**src/rtl/wf_inflight_tracker_pkg.sv**
```systemverilog
// Shared issue-stage definitions for the in-flight tracker.
// Holds wavefront geometry, counter sizing, error-code encodings and the
// wavefront-ID to one-hot enable decoder used once per input port.
package wf_inflight_tracker_pkg;

    localparam int NUM_WF       = 40;
    localparam int WFID_W       = 6;
    localparam int CNT_W        = 3;
    localparam int MAX_INFLIGHT = 4;

    localparam logic [1:0] ERR_NONE = 2'b00;
    localparam logic [1:0] ERR_OVF  = 2'b01;
    localparam logic [1:0] ERR_UNF  = 2'b10;
    localparam logic [1:0] ERR_WFID = 2'b11;

    // Out-of-range IDs decode to all zeros, so they never touch a counter.
    function automatic logic [NUM_WF-1:0] wfid_decode(input logic              valid,
                                                      input logic [WFID_W-1:0] wfid);
        logic [NUM_WF-1:0] v;
        v = '0;
        for (int i = 0; i < NUM_WF; i++) begin
            if (valid && (wfid == WFID_W'(i))) begin
                v[i] = 1'b1;
            end
        end
        return v;
    endfunction

endpackage

```
**src/rtl/wf_inflight_tracker_cnt_cell.sv**
```systemverilog
// inflight_cnt_cell: outstanding-instruction counter for one wavefront.
// Ports:
//   i_clk, i_rst  - clock, synchronous active-high reset
//   i_clear       - wavefront deallocated; count forced to 0, no error
//   i_inc         - one instruction issued this cycle
//   i_dec[2:0]    - retire strobes from SALU, VALU and LSU
//   o_full        - count == MAX_INFLIGHT (decoded from register)
//   o_empty       - count == 0 (decoded from register)
//   o_ovf, o_unf  - this cycle's update would overflow / underflow
module inflight_cnt_cell
    import wf_inflight_tracker_pkg::*;
(
    input  logic       i_clk,
    input  logic       i_rst,
    input  logic       i_clear,
    input  logic       i_inc,
    input  logic [2:0] i_dec,
    output logic       o_full,
    output logic       o_empty,
    output logic       o_ovf,
    output logic       o_unf
);

    logic [CNT_W-1:0] r_count;
    logic [1:0]       w_dec_cnt;
    logic [CNT_W+1:0] w_next;
    logic             w_neg;
    logic             w_over;

    assign w_dec_cnt = {1'b0, i_dec[0]} + {1'b0, i_dec[1]} + {1'b0, i_dec[2]};

    // Two extra bits: the top one acts as the sign of the two's-complement result.
    assign w_next = {2'b00, r_count} + {{(CNT_W+1){1'b0}}, i_inc}
                  - {{CNT_W{1'b0}}, w_dec_cnt};
    assign w_neg  = w_next[CNT_W+1];
    assign w_over = !w_neg && (w_next > (CNT_W+2)'(MAX_INFLIGHT));

    assign o_ovf = !i_clear && w_over;
    assign o_unf = !i_clear && w_neg;

    always_ff @(posedge i_clk) begin
        if (i_rst) begin
            r_count <= '0;
        end else if (i_clear || w_neg) begin
            r_count <= '0;
        end else if (!w_over) begin
            r_count <= w_next[CNT_W-1:0];
        end
    end

    assign o_full  = (r_count == CNT_W'(MAX_INFLIGHT));
    assign o_empty = (r_count == '0);

endmodule

```
**src/rtl/wf_inflight_tracker.sv**
```systemverilog
// wf_inflight_tracker: per-wavefront outstanding-instruction tracker.
// Ports:
//   i_clk, i_rst                          - clock, synchronous active-high reset
//   i_issued_valid / i_issued_wfid        - arbiter issue
//   i_salu_done / i_salu_done_wfid        - SALU retire
//   i_valu_done / i_valu_done_wfid        - SIMD/SIMF retire
//   i_lsu_done / i_lsu_done_wfid          - LSU retire
//   i_wf_clear_valid / i_wf_clear_wfid    - wavefront deallocation
//   o_inflight_full / o_inflight_empty    - per-wavefront masks
//   o_err_valid, o_err_code, o_err_wfid   - sticky first-error capture
module wf_inflight_tracker
    import wf_inflight_tracker_pkg::*;
(
    input  logic              i_clk,
    input  logic              i_rst,
    input  logic              i_issued_valid,
    input  logic [WFID_W-1:0] i_issued_wfid,
    input  logic              i_salu_done,
    input  logic [WFID_W-1:0] i_salu_done_wfid,
    input  logic              i_valu_done,
    input  logic [WFID_W-1:0] i_valu_done_wfid,
    input  logic              i_lsu_done,
    input  logic [WFID_W-1:0] i_lsu_done_wfid,
    input  logic              i_wf_clear_valid,
    input  logic [WFID_W-1:0] i_wf_clear_wfid,
    output logic [NUM_WF-1:0] o_inflight_full,
    output logic [NUM_WF-1:0] o_inflight_empty,
    output logic              o_err_valid,
    output logic [1:0]        o_err_code,
    output logic [WFID_W-1:0] o_err_wfid
);

    logic [NUM_WF-1:0] w_inc, w_dec_salu, w_dec_valu, w_dec_lsu, w_clear;
    logic [NUM_WF-1:0] w_ovf, w_unf;

    assign w_inc      = wfid_decode(i_issued_valid,   i_issued_wfid);
    assign w_dec_salu = wfid_decode(i_salu_done,      i_salu_done_wfid);
    assign w_dec_valu = wfid_decode(i_valu_done,      i_valu_done_wfid);
    assign w_dec_lsu  = wfid_decode(i_lsu_done,       i_lsu_done_wfid);
    assign w_clear    = wfid_decode(i_wf_clear_valid, i_wf_clear_wfid);

    for (genvar g = 0; g < NUM_WF; g++) begin : g_cell
        inflight_cnt_cell u_cell (
            .i_clk   (i_clk),
            .i_rst   (i_rst),
            .i_clear (w_clear[g]),
            .i_inc   (w_inc[g]),
            .i_dec   ({w_dec_lsu[g], w_dec_valu[g], w_dec_salu[g]}),
            .o_full  (o_inflight_full[g]),
            .o_empty (o_inflight_empty[g]),
            .o_ovf   (w_ovf[g]),
            .o_unf   (w_unf[g])
        );
    end

    logic [4:0]        w_port_vld;
    logic [WFID_W-1:0] w_port_id [5];
    logic              w_bad_hit;
    logic [WFID_W-1:0] w_bad_wfid;
    logic              w_cell_hit;
    logic [1:0]        w_cell_code;
    logic [WFID_W-1:0] w_cell_wfid;
    logic              w_err_hit;
    logic [1:0]        w_err_code;
    logic [WFID_W-1:0] w_err_wfid;

    always_comb begin
        w_port_vld   = {i_wf_clear_valid, i_lsu_done, i_valu_done, i_salu_done, i_issued_valid};
        w_port_id[0] = i_issued_wfid;
        w_port_id[1] = i_salu_done_wfid;
        w_port_id[2] = i_valu_done_wfid;
        w_port_id[3] = i_lsu_done_wfid;
        w_port_id[4] = i_wf_clear_wfid;

        // Bad IDs are all >= NUM_WF, so they lose to any in-range error.
        w_bad_hit  = 1'b0;
        w_bad_wfid = '0;
        for (int p = 0; p < 5; p++) begin
            if (w_port_vld[p] && (w_port_id[p] >= WFID_W'(NUM_WF)) &&
                (!w_bad_hit || (w_port_id[p] < w_bad_wfid))) begin
                w_bad_hit  = 1'b1;
                w_bad_wfid = w_port_id[p];
            end
        end

        // Descending scan so the lowest-numbered erroring wavefront is left last.
        w_cell_hit  = 1'b0;
        w_cell_code = ERR_NONE;
        w_cell_wfid = '0;
        for (int i = NUM_WF - 1; i >= 0; i--) begin
            if (w_unf[i] || w_ovf[i]) begin
                w_cell_hit  = 1'b1;
                w_cell_code = w_unf[i] ? ERR_UNF : ERR_OVF;
                w_cell_wfid = WFID_W'(i);
            end
        end

        w_err_hit  = w_cell_hit || w_bad_hit;
        w_err_code = w_cell_hit ? w_cell_code : ERR_WFID;
        w_err_wfid = w_cell_hit ? w_cell_wfid : w_bad_wfid;
    end

    logic              r_err_valid;
    logic [1:0]        r_err_code;
    logic [WFID_W-1:0] r_err_wfid;

    always_ff @(posedge i_clk) begin
        if (i_rst) begin
            r_err_valid <= 1'b0;
            r_err_code  <= ERR_NONE;
            r_err_wfid  <= '0;
        end else if (!r_err_valid && w_err_hit) begin
            r_err_valid <= 1'b1;
            r_err_code  <= w_err_code;
            r_err_wfid  <= w_err_wfid;
        end
    end

    assign o_err_valid = r_err_valid;
    assign o_err_code  = r_err_code;
    assign o_err_wfid  = r_err_wfid;

endmodule

```
**config.mk**
```make
export PLATFORM = sky130hd
export DESIGN_NAME = wf_inflight_tracker
export DESIGN_NICKNAME = d
export VERILOG_FILES = /design/src/rtl/wf_inflight_tracker_pkg.sv /design/src/rtl/wf_inflight_tracker_cnt_cell.sv /design/src/rtl/wf_inflight_tracker.sv
export SDC_FILE = /design/constraint.sdc
export NUM_CORES = 1
export LEC_CHECK = 0
export BUFFER_PORTS_ARGS = -buffer_cell sky130_fd_sc_hd__buf_4
export CORE_MARGIN = 2
export CORE_UTILIZATION = 40
export CTS_CLUSTER_SIZE = 10
export DETAILED_ROUTE_END_ITERATION = 16
export PLACE_DENSITY = 0.55
export SLEW_MARGIN = 40
export SYNTH_ARGS = -nofsm -noshare
export SYNTH_HDL_FRONTEND = slang
export SYNTH_HIERARCHICAL = 1
export SYNTH_SLANG_ARGS = --single-unit
```
**constraint.sdc**
```tcl
create_clock -name i_clk -period 10.99 [get_ports i_clk]
set_input_delay 1.099 -clock i_clk [delete_from_list [all_inputs] [get_ports i_clk]]
set_output_delay 1.099 -clock i_clk [all_outputs]
set_load 0.02 [all_outputs]
```
* Yosys cells after proc, flatten, opt, wreduce, memory -nomap -nowiden
Cells that the tools add are included.
** Storage, ports and cells
- Register bits after elaboration :: 129
- Input bits :: 37
- Output and inout bits :: 89
- Word-level logic and storage cells :: 1444
** Operators by class
- Add/subtract/negate cells :: 160
- $lt $le $gt $ge :: 49
- Equality and inequality tests :: 235
- Muxes and demuxes :: 372
- Reductions and logical operators :: 585
** Operators by type and width (count)
- 6-bit by 5-bit equality test with 1-bit output, second input constant :: 80
- 1-bit logical AND :: 330
- 6-bit two-way mux :: 46
- 1-bit two-way mux :: 245
- 6-bit by 4-bit equality test with 1-bit output, second input constant :: 40
- 6-bit equality test, second input constant :: 40
- 5-bit by 3-bit > comparator with 1-bit output, second input constant :: 40
- 5-bit by 2-bit subtractor with 5-bit output :: 40
- 2-bit two-way mux :: 81
- 3-bit by 1-bit adder with 4-bit output :: 40
- 3-bit equality test, second input constant :: 40
- 6-bit by 3-bit equality test with 1-bit output, second input constant :: 20
- 3-bit zero test :: 40
- 1-bit zero test :: 85
- 1-bit logical OR :: 85
- 1-bit by 1-bit adder with 2-bit output :: 40
- 2-bit by 1-bit adder with 2-bit output :: 40
- 2-bit OR reduction :: 40
- 6-bit by 2-bit equality test with 1-bit output, second input constant :: 10
- 6-bit by 1-bit equality test with 1-bit output, second input constant :: 5
- 6-bit greater-or-equal comparator, second input constant :: 5
- 6-bit zero test :: 5
- 6-bit less-than comparator :: 4

* Logic depth before layout (Yosys ltp)
- Depth in word-level cells :: 52
- Gate-level depth with buffers :: 32
- Mapped depth without buffers :: 31

* Cells and area by module
The synthesis kept the hierarchy.
** By module, submodules not included
- inflight_cnt_cell at g_cell[0].u_cell ... :: times used 21, cells each 47, area each 444.2 sq um, seq. area each 60.1 sq um
- inflight_cnt_cell at g_cell[29].u_cell ... :: times used 19, cells each 47, area each 447.9 sq um, seq. area each 60.1 sq um
- wf_inflight_tracker :: times used 1, cells each 702, area each 3881.2 sq um, seq. area each 180.2 sq um

* Worst setup path before layout
OpenSTA, ideal clock, no wires.
- Path kind :: in2reg
- From :: input port i_issued_wfid[3]
- To :: register r_err_wfid[3] (netlist: o_err_wfid[3])
- Library setup time :: 0.073 ns
- Arrival :: 7.117 ns
- Required time :: 10.917 ns
- Slack :: 3.800 ns
- Cell stages on the path :: 30
- Buffers on the path :: 1
- Cell sequence :: buf_2 > o211a_4 > nand2_1 > ha_1 > o21a_1 > o2111ai_1 > a21o_1 > a21oi_1 > mux2i_1 > inv_1 > ha_1 > a21oi_1 > o21ai_0 > a211oi_2 > a21boi_4 > mux2i_1 > ha_1 > a211oi_1 > nor2_1 > a211oi_1 > o21a_1 > o21ai_1 > mux2_2 > ha_1 > and4_1 > o21ai_0 > a311o_1 > o211ai_2 > mux2_2 > o22ai_2
** On the way
- Word-level cells in the longest chain between the ends :: 51
- Elaborated cells between the ends (all ways) :: 550
- Classes of those cells :: add/sub: 80; order compare: 45; eq/ne: 39; mux: 130; reduce/logical: 256
** Ends and longest elaborated chain
- start: declaration :: line wf_inflight_tracker.sv:17 : input logic [WFID_W-1:0] i_issued_wfid,
- 6-bit equality test :: line wf_inflight_tracker_pkg.sv:22 : if (valid && (wfid == WFID_W'(i))) begin
- 1-bit logical AND :: line wf_inflight_tracker_pkg.sv:22
- 1-bit two-way mux :: line wf_inflight_tracker_pkg.sv:22
- 3-bit by 1-bit adder with 4-bit output :: line wf_inflight_tracker_cnt_cell.sv:33 : assign w_next = {2'b00, r_count} + {{(CNT_W+1){1'b0}}, i_inc}
- 5-bit by 2-bit subtractor with 5-bit output :: line wf_inflight_tracker_cnt_cell.sv:34 : - {{CNT_W{1'b0}}, w_dec_cnt};
- 5-bit by 3-bit > comparator with 1-bit output / 1-bit zero test (equally long branches) :: line wf_inflight_tracker_cnt_cell.sv:36 : assign w_over = !w_neg && (w_next > (CNT_W+2)'(MAX_INFLIGHT));
- 1-bit logical AND :: line wf_inflight_tracker_cnt_cell.sv:36
- 1-bit logical AND :: line wf_inflight_tracker_cnt_cell.sv:38 : assign o_ovf = !i_clear && w_over;
- 1-bit logical OR :: line wf_inflight_tracker.sv:91 : if (w_unf[i] || w_ovf[i]) begin
- 1-bit two-way mux (40 in series) :: line wf_inflight_tracker.sv:91
- 1-bit logical OR :: line wf_inflight_tracker.sv:98 : w_err_hit = w_cell_hit || w_bad_hit;
- 1-bit logical AND :: line wf_inflight_tracker.sv:112 : end else if (!r_err_valid && w_err_hit) begin
- end signal: assignment :: line wf_inflight_tracker.sv:115 : r_err_wfid <= w_err_wfid;
- end: declaration :: line wf_inflight_tracker.sv:105 : logic [WFID_W-1:0] r_err_wfid;
Parallel ways exist; a longest one is shown, timed or not.
A chain may end at the register's enable or synchronous reset.

* Worst setup path after layout
- From :: input port i_issued_wfid[3]
- To :: register r_err_wfid[4] (netlist: o_err_wfid[4])
Same word-level chain as after synthesis.

==> flow_summary.json <==
{
  "setup_viol": 0,
  "hold_buffers": 0,
  "fp.coreArea_um2": 53700,
  "r2r_end": "o_err_wfid[4]",
  "syn_inst": 2582,
  "grt_pass1_vias": 20200,
  "ys_seq_area_frac": 0.119,
  "first_pass_iters": 5,
  "synth-main-ff-cell": "dfxtp_1",
  "gp_congestion": 0.954,
  "fillers": 5314,
  "critPathArrivalTime_ns": 7.98,
  "yosys.area.top_type": "ha_1",
  "fin_crit_ns": 7.56,
  "regToRegSetupSlack_ns": 5.25,
  "yosys_warnings": 6,
  "rsz0062_at_grt": "false",
  "grt_pass1_wl_mm": 112,
  "final-max-slew-violation-count": 0,
  "regArea_um2": 2580,
  "synth.area.top_cells": "ha_1 13%, dfxtp_1 12%, fa_1 7.4%, nor3_1 5.4%, a2111oi_4 5.2%",
  "initial_core_util": 0.404,
  "wire_per_inst_um": 21.4,
  "power.total_uw": 1600,
  "route.met2.wl_mm": 32.3,
  "drive_gt1_frac": 0.134,
  "dp_hpwl_mm": 59.7,
  "dieArea_um2": 56200,
  "vias": 20800,
  "clock_sinks": 129,
  "critPathKind": "input port to flop",
  "drc_errors": 0,
  "cts_tree": "yes",
  "hp-class": "flop to flop",
  "power_leakage_uw": 0.0100,
  "synth_compound_area_frac": 0.268,
  "synth_mux_area_frac": 0.00864,
  "synth_top_area_frac": 0.127,
  "max_cap_violations": 0,
  "post_cts_buffers": 0,
  "dp_slack_ns": 3.06,
  "holdPathStages": 2,
  "multi_input_area_um2": 17800,
  "cts_root_buf": "clkbuf_16",
  "cts_resized": 0,
  "reg2regPathDepth": 18,
  "max_freq_ghz": 0.132,
  "required_ns": 11.41,
  "die_w_um": 237,
  "utilization": 0.442,
  "path_clk_slew_ns": 0.07,
  "die_y_um": 237,
  "synth-simple-area-share": 0.244,
  "holdCritStartpoint": "o_err_valid",
  "layout.cells.non_filler": 3387,
  "cts_max_path_buffers": 2,
  "timing.critical_path.mode_cell": "ha_1",
  "r2r-start": "g_cell[21].u_cell/r_count[0]",
  "synth_top_family_by_area": "compound AO/OA/AOI/OAI gates",
  "end_kind": "flop",
  "vdd_drop_max_mv": 0.129,
  "overflow": 0,
  "p_per_area_nw_per_um2": 67.3,
  "cp_max_fo": 9,
  "avgSynthCellArea_um2": 8.41,
  "min_to": "o_err_valid",
  "setup_slack_ns": 3.43,
  "max_stage_delay_ns": 0.42,
  "max-slew-margin-rel": 0.427,
  "final.period_utilization": 0.688,
  "hold_viol_final": 0,
  "met1Wirelength_mm": 33.9,
  "yosysUniqueCellTypes": 75,
  "grt_usage": 0.256,
  "synthAdderAreaFrac": 0.200,
  "tightest_slew_ns": 0.851,
  "io_pins": 126,
  "synth-seq-cells": 129,
  "finalSetupTns_ns": 0,
  "cp_slowest_cell": "a21oi_1",
  "numCtsBuffers": 17,
  "rows": 85,
  "ant_nets": 0,
  "cp-start-kind": "input port",
  "antenna_found_initial": 10,
  "wl_mm": 72.5,
  "via_per_inst": 6.15,
  "dp_cells": 3347,
  "synth_fp_nets": 2919,
  "async_flop_share": 0,
  "status": "completed",
  "portBuffers": 125,
  "syn_area_um2": 21700,
  "synth_xor_area_frac": 0.0922,
  "initialDrtViolationCount": 1579,
  "synth_edf_count": 0,
  "clock_latency_ns": 0.50,
  "grt_start_max_net_pins": 53,
  "syn_to_final_growth_pct": 9.41,
  "nNetsFinal": 3007,
  "wl_met3_mm": 4.40,
  "cts_max_level": 4,
  "skew_ns": 0.0124,
  "top_layer": "met5"
}
[worst max path at each step]
stage	from	endpoint	slack [ns]
after CTS	i_issued_wfid[3]	o_err_wfid[3]	3.56
after global routing	i_issued_wfid[3]	o_err_wfid[4]	2.88
after floorplan	i_issued_wfid[3]	o_err_wfid[3]	3.80
after global placement	i_issued_wfid[3]	o_err_wfid[3]	3.10
final	i_issued_wfid[3]	o_err_wfid[4]	3.43
after detailed placement	i_issued_wfid[3]	o_err_wfid[4]	3.06
[metrics by stage]
stage	hold WS, ns	instance area (um2)
after global placement	0.517	23000
after detailed placement	0.520	23100
final	0.542	23800
after floorplan	0.501	21700
after global routing	0.573	23800
after CTS	0.529	23700
[synthesized netlist by cell type (60+ instances only)]
| cell | count |
|---|---|
| a21o_1 | 88 |
| a21oi_1 | 72 |
| dfxtp_1 | 129 |
| fa_1 | 80 |
| ha_1 | 220 |
| inv_1 | 249 |
| nand2_1 | 60 |
| nand3_1 | 152 |
| nor2_1 | 281 |
| nor3_1 | 233 |
| nor4_1 | 67 |
| o311ai_0 | 80 |
| o31ai_1 | 84 |
| xor2_1 | 80 |
[layout by cell type, fill, tap and decap left out, types with 21 or more instances in the layout]
| cell | instances |
|---|---|
| o311ai_0 | 80 |
| nand3_1 | 152 |
| a41oi_1 | 41 |
| inv_1 | 249 |
| nor3_1 | 228 |
| a31oi_1 | 44 |
| a21oi_2 | 40 |
| o31ai_1 | 84 |
| nor2_1 | 281 |
| dfxtp_1 | 129 |
| xor3_1 | 40 |
| fa_1 | 80 |
| or3_1 | 29 |
| ha_1 | 220 |
| a2111oi_4 | 41 |
| a21o_1 | 88 |
| buf_4 | 127 |
| a21oi_1 | 72 |
| o311a_2 | 21 |
| o21ai_0 | 24 |
| o31a_1 | 43 |
| xor2_1 | 80 |
| xnor2_1 | 40 |
| nor3b_1 | 42 |
| nor4_1 | 54 |
| nand2b_1 | 53 |
| and3_2 | 40 |
| nand2_1 | 60 |
[sequential cells by signal (all words and copies together), names as in the netlist]
register / flops
o_err_valid: 1
o_err_code: 2
g_cell.u_cell/r_count: 120
o_err_wfid: 6
[final cells by class]
class / instances / area share
Inverter: 250 / 0.0395
Antenna cell: 8 / 0.000842
Clock inverter: 13 / 0.00679
Sequential cell: 129 / 0.109
Timing Repair Buffer: 128 / 0.0406
Clock buffer: 19 / 0.0191
Multi-Input combinational cell: 2144 / 0.748
Tap cell: 696 / 0.0366
[cells by family (layout without fill, tap and decap cells)]
family | Yosys count | in the layout
compound gates | 645 | 645
xor+xnor | 160 | 160
fa+ha+maj | 300 | 300
buf+inv | 309 | 410
flops | 129 | 129
mux | 18 | 18
other cells | 0 | 8
simple gates | 1021 | 1021
[critical path, delay by kind of cell]
| family | cells | cell delay, ns |
|---|---|---|
| fa+ha+maj | 4 | 1.15 |
| compound gates | 17 | 3.77 |
| simple gates | 3 | 0.35 |
| mux | 4 | 1.37 |
| buf+inv | 2 | 0.22 |
[per-layer routing]
metal  vias to the layer above  global-route usage
li1                      10000                   -
met4                         4              0.0890
met2                       616               0.405
met1                     10100               0.350
met3                       109              0.0469
met5                         -                   0
[power breakdown]
part,switching (uW),total (uW),internal [uW]
Clock,264,631,367
Sequential,27.8,514,486
Combinational,278,456,178
No activity file was read; power rests on OpenSTA's default activity.
